## src/rtl/pipe_register.sv

```systemverilog
// Multi-stage valid/ready pipeline register with bubble collapse, flush and
// occupancy count. Every stage is a full register; only in_ready is combinational.
package soc_pkg;
  localparam int DATA_WIDTH = 32;
endpackage

module pipe_register #(
  parameter int                    DATA_WIDTH = soc_pkg::DATA_WIDTH,
  parameter int                    DEPTH      = 2,
  parameter logic [DATA_WIDTH-1:0] RESET_VAL  = '0
) (
  input  logic                         clk,
  input  logic                         rst,
  input  logic [DATA_WIDTH-1:0]        d,
  input  logic                         in_valid,
  output logic                         in_ready,
  output logic [DATA_WIDTH-1:0]        out,
  output logic                         out_valid,
  input  logic                         out_ready,
  input  logic                         flush,
  output logic [$clog2(DEPTH+1)-1:0]   count
);

  localparam int CW = $clog2(DEPTH+1);

  // Handshake: a word moves across a boundary on a rising edge when the sender's
  // valid and the receiver's ready are both high in the preceding cycle; valid
  // never depends on ready, and ready may depend on valid only downstream.
  logic [DEPTH-1:0]      valid_q, valid_d;
  logic [DATA_WIDTH-1:0] data_q [DEPTH];
  logic [DATA_WIDTH-1:0] data_d [DEPTH];
  logic [CW-1:0]         count_q, count_d;
  logic [DEPTH-1:0]      ready;

  // A stage can load if it is empty or anything downstream will make room.
  always_comb begin
    logic r;
    r = out_ready;
    ready = '0;
    for (int k = DEPTH - 1; k >= 0; k--) begin
      r = r | ~valid_q[k];
      ready[k] = r;
    end
  end

  always_comb begin
    logic                  up_v;
    logic [DATA_WIDTH-1:0] up_d;
    valid_d = valid_q;
    data_d  = data_q;
    count_d = '0;
    for (int k = 0; k < DEPTH; k++) begin
      if (k == 0) begin
        up_v = in_valid;
        up_d = d;
      end else begin
        up_v = valid_q[k-1];
        up_d = data_q[k-1];
      end
      if (ready[k]) begin
        valid_d[k] = up_v;
        if (up_v) data_d[k] = up_d;
      end
    end
    // Flush wins over every transfer and deliberately leaves the data untouched.
    if (flush) begin
      valid_d = '0;
      data_d  = data_q;
    end
    for (int k = 0; k < DEPTH; k++) begin
      count_d = count_d + CW'(valid_d[k]);
    end
  end

  always_ff @(posedge clk or posedge rst) begin
    if (rst) begin
      valid_q <= '0;
      count_q <= '0;
      for (int k = 0; k < DEPTH; k++) data_q[k] <= RESET_VAL;
    end else begin
      valid_q <= valid_d;
      data_q  <= data_d;
      count_q <= count_d;
    end
  end

  assign in_ready  = ready[0] & ~flush;
  assign out       = data_q[DEPTH-1];
  assign out_valid = valid_q[DEPTH-1];
  assign count     = count_q;

endmodule

```

## config.mk

```make
export PLATFORM = sky130hd
export DESIGN_NAME = pipe_register
export DESIGN_NICKNAME = d
export VERILOG_FILES = /design/src/rtl/pipe_register.sv
export SDC_FILE = /design/constraint.sdc
export NUM_CORES = 1
export LEC_CHECK = 0
export ABC_AREA = 1
export ABC_CLOCK_PERIOD_IN_PS = 2800
export CORE_MARGIN = 2
export CORE_UTILIZATION = 25
export DETAILED_ROUTE_END_ITERATION = 16
export MAX_ROUTING_LAYER = met4
export SKIP_CTS_REPAIR_TIMING = 1
export SLEW_MARGIN = 25
export SYNTH_ARGS = -nofsm -noshare
export SYNTH_HDL_FRONTEND = slang
export SYNTH_SLANG_ARGS = --single-unit
```

## constraint.sdc

```tcl
create_clock -name clk -period 2.8 [get_ports clk]
set_input_delay 0.84 -clock clk [delete_from_list [all_inputs] [get_ports clk]]
set_output_delay 0.84 -clock clk [all_outputs]
set_load 0.005 [all_outputs]
```

==> summary.md <==
| Metric | Value |
|---|---|
| Status | `finished, final reports clean` |
| Slew Viols, Final | `0` |
| Leakage | `1.87 nW` |
| Worst path most repeated cell | `inv_1` |
| Final TNS setup | `0 ns` |
| Worst-path cell chain | `clkdlybuf4s50_1, inv_1, nand3_4, nand2_1, inv_1, dlymetal6s2s_1` |
| Register bit total from synthesis | `68` |
| Post-DP HPWL | `4180 um` |
| Worst-path clk slew | `0.05 ns` |
| Slew margin rel. | `71.8%` |
| Worst Path Arrival | `1.67 ns` |
| First-pass GRT wire length | `11200 um` |
| Combinational power share | `18.1%` |
| Io pins | `73` |
| Nature of the critical path endpoint | `output port` |
| Clock sinks | `68` |
| DRC viols | `0` |
| Fin crit period | `2.51 ns` |
| Total grt overflow | `0` |
| Cell area after placement | `3630 um^2` |
| Post-Synth XOR/XNOR Area | `0%` |
| Port Buffers | `72` |
| Yosys Warn Count | `0` |
| P&R area growth vs syn | `30.4%` |
| Switch Pwr | `0.000689 W` |
| Placer Congestion | `0.670` |
| Die H | `114 um` |
| Mapped Area | `3000 um^2` |
| Post-Syn Area per Cell | `9.23 um^2` |
| Worst vdd ir | `212 uV` |
| Fin nets | `402` |
| Crit start category | `primary input` |
| Synth Area in Compound Gates | `5.67%` |
| Worst hold slack | `0.468 ns` |
| Largest family of logic cells by synthesized area | `simple AND/OR/NAND/NOR gates` |
| Vias in the first global route | `2318` |
| Number of diodes | `0` |
| Pin slew with the least headroom to its limit | `0.423 ns` |
| Cells after Synth | `325` |
| Simple-gate share of the synthesized area | `20.8%` |
| Reg power frac | `44.4%` |
| Mapped Nets | `363` |
| RSZ-0062 raised after global routing | `false` |
| Final Hold Viols | `0` |
| Netlist cell types | `14` |
| Max Freq | `398 MHz` |
| Tcrit/Tclk final | `89.7%` |
| Core area | `11900 um^2` |
| CP max stage cell | `clkdlybuf4s50_1` |
| TritonCTS clock tree | `built` |
| Net Sw Frac | `24.9%` |
| Crit Path Category | `primary input to output port` |
| First-pass DRT Iterations | `5` |
| Final wirelength | `6530 um` |
| Die W | `114 um` |
| Vias per inst | `4.27` |
| Clock power share | `37.6%` |
| Clock insertion delay at the later pin of the skew report | `0.32 ns` |
| Initial Util | `25.3%` |
| Multiplexer area fraction after synthesis | `0%` |
| Total number of vias | `2201` |
| H-tree Lvls | `3` |
| Total GRT Usage | `11.5%` |
| CTS buffer count | `9` |
| Seq/Total Area, Yosys | `56.7%` |
| Routed Antenna Nets | `0` |
| Initial DRC count | `138` |
| Int Power | `0.00208 W` |
| Drt wl/cell | `12.7 um` |
| Initial antenna violation count | `0` |
| Final Setup Violations | `0` |
| Post-route cell area | `3910 um^2` |
| Rows | `40` |
| Design Power | `0.00277 W` |
| Hold Path Class | `flip-flop to flip-flop` |
| Req. time, crit path | `1.96 ns` |
| Adder-cell share of the synthesized area | `0.417%` |
| Root Driver | `clkbuf_16` |
| R2r setup slk | `1.09 ns` |
| Share of layout cells above drive strength 1 | `7.34%` |
| Die ar. | `12900 um^2` |
| Maxcap violations | `0` |
| CP max stage delay | `0.39 ns` |
| Crit path max fanout | `2` |
| Largest net degree at the start of global routing | `69` |
| Max clock buf depth | `2` |
| Power per cell area | `708 nW/um^2` |
| Worst Skew | `0.00544 ns` |
==> cells in the mapped netlist <==
cell / number / area share [%]
dfrtp_1: 68 / 57
inv_1: 36 / 4.5
buf_1: 2 / 0.25
buf_2: 14 / 2.3
buf_6: 3 / 1.1
nand4_1: 32 / 6.7
buf_4: 32 / 8.0
ha_1: 1 / 0.42
o21ai_0: 1 / 0.17
inv_2: 1 / 0.13
o21ai_1: 32 / 5.3
nand2_1: 99 / 12
a21oi_1: 1 / 0.17
nand3_4: 3 / 1.8
==> critical path, delay by kind of cell <==
kind                   cells  cell delay, ns
buffers and inverters      4            0.68
and+or+nand+nor            2            0.15
==> layout by cell type (no fill, tap or decap), drive strengths merged <==
master,n
clkdlybuf4s50,71
nand4,32
clkinvlp,2
a21oi,1
dlymetal6s2s,1
inv,37
nand2,99
nand3,3
dfrtp,68
buf,7
ha,1
clkinv,2
clkbuf,11
o21ai,33
==> kinds of logic after synthesis <==
group                    Yosys count
AND/OR/NAND/NOR                  134
buffers and inverters             88
flip-flops                        68
AO/OA/AOI/OAI                     34
adder cells (fa/ha/maj)            1
==> worst paths after layout <==
path | end | start | cells after the start
worst max-delay path | in_ready | out_ready | 6
worst min-delay path | data_q[41]$_DFFE_PP0P_ | data_q[41]$_DFFE_PP0P_ | 2
worst max register to register | data_q[34]$_DFFE_PP0P_ | valid_q[0]$_DFF_PP0_ | 5
worst min register to register | data_q[41]$_DFFE_PP0P_ | data_q[41]$_DFFE_PP0P_ | 2
max in group asynchronous | count[1]$_DFF_PP0_ | rst | 3
min in group asynchronous | out[6]$_DFFE_PP0P_ | rst | 3
==> final cells by class <==
type | count | area (um^2)
Timing Repair Buffer | 79 | 801
Multi-Input combinational cell | 169 | 807
Fill cell | 1258 | 7950
Clock inverter | 4 | 25.0
Sequential cell | 68 | 1700
Tap cell | 147 | 184
Inverter | 37 | 139
Clock buffer | 11 | 253
==> routing by layer <==
metal	vias up	wire length (um)	global-route usage (%)
met5	-	0	-
met4	0	76	4.88
met3	4	331	3.13
met2	55	3140	18.0
met1	1061	2980	13.9
li1	1081	-	-
==> state kept, by name (all words and copies together) (netlist names) <==
register / cells
data_q: 32
out: 32
count: 2
valid_q: 2
==> power groups by stage <==
stage                     registers (W)  logic [W]  clock network, W
after floorplan                 0.00122   0.000348                 0
after global placement          0.00124   0.000503                 0
after detailed placement        0.00125   0.000511                 0
after CTS                       0.00123   0.000513           0.00108
after global routing            0.00125   0.000566           0.00113
final                           0.00123   0.000500           0.00104
==> metrics by stage <==
stage                     setup slack, ns  utilization (%)  instances
final                               0.289             33.0        515
after global routing                0.208             33.0        515
after CTS                         -0.0628             32.9        515
after detailed placement          -0.0562             30.6        500
after global placement            -0.0350             30.6        500
after floorplan                     0.248                -        325
No activity file was read; power rests on OpenSTA's default activity.
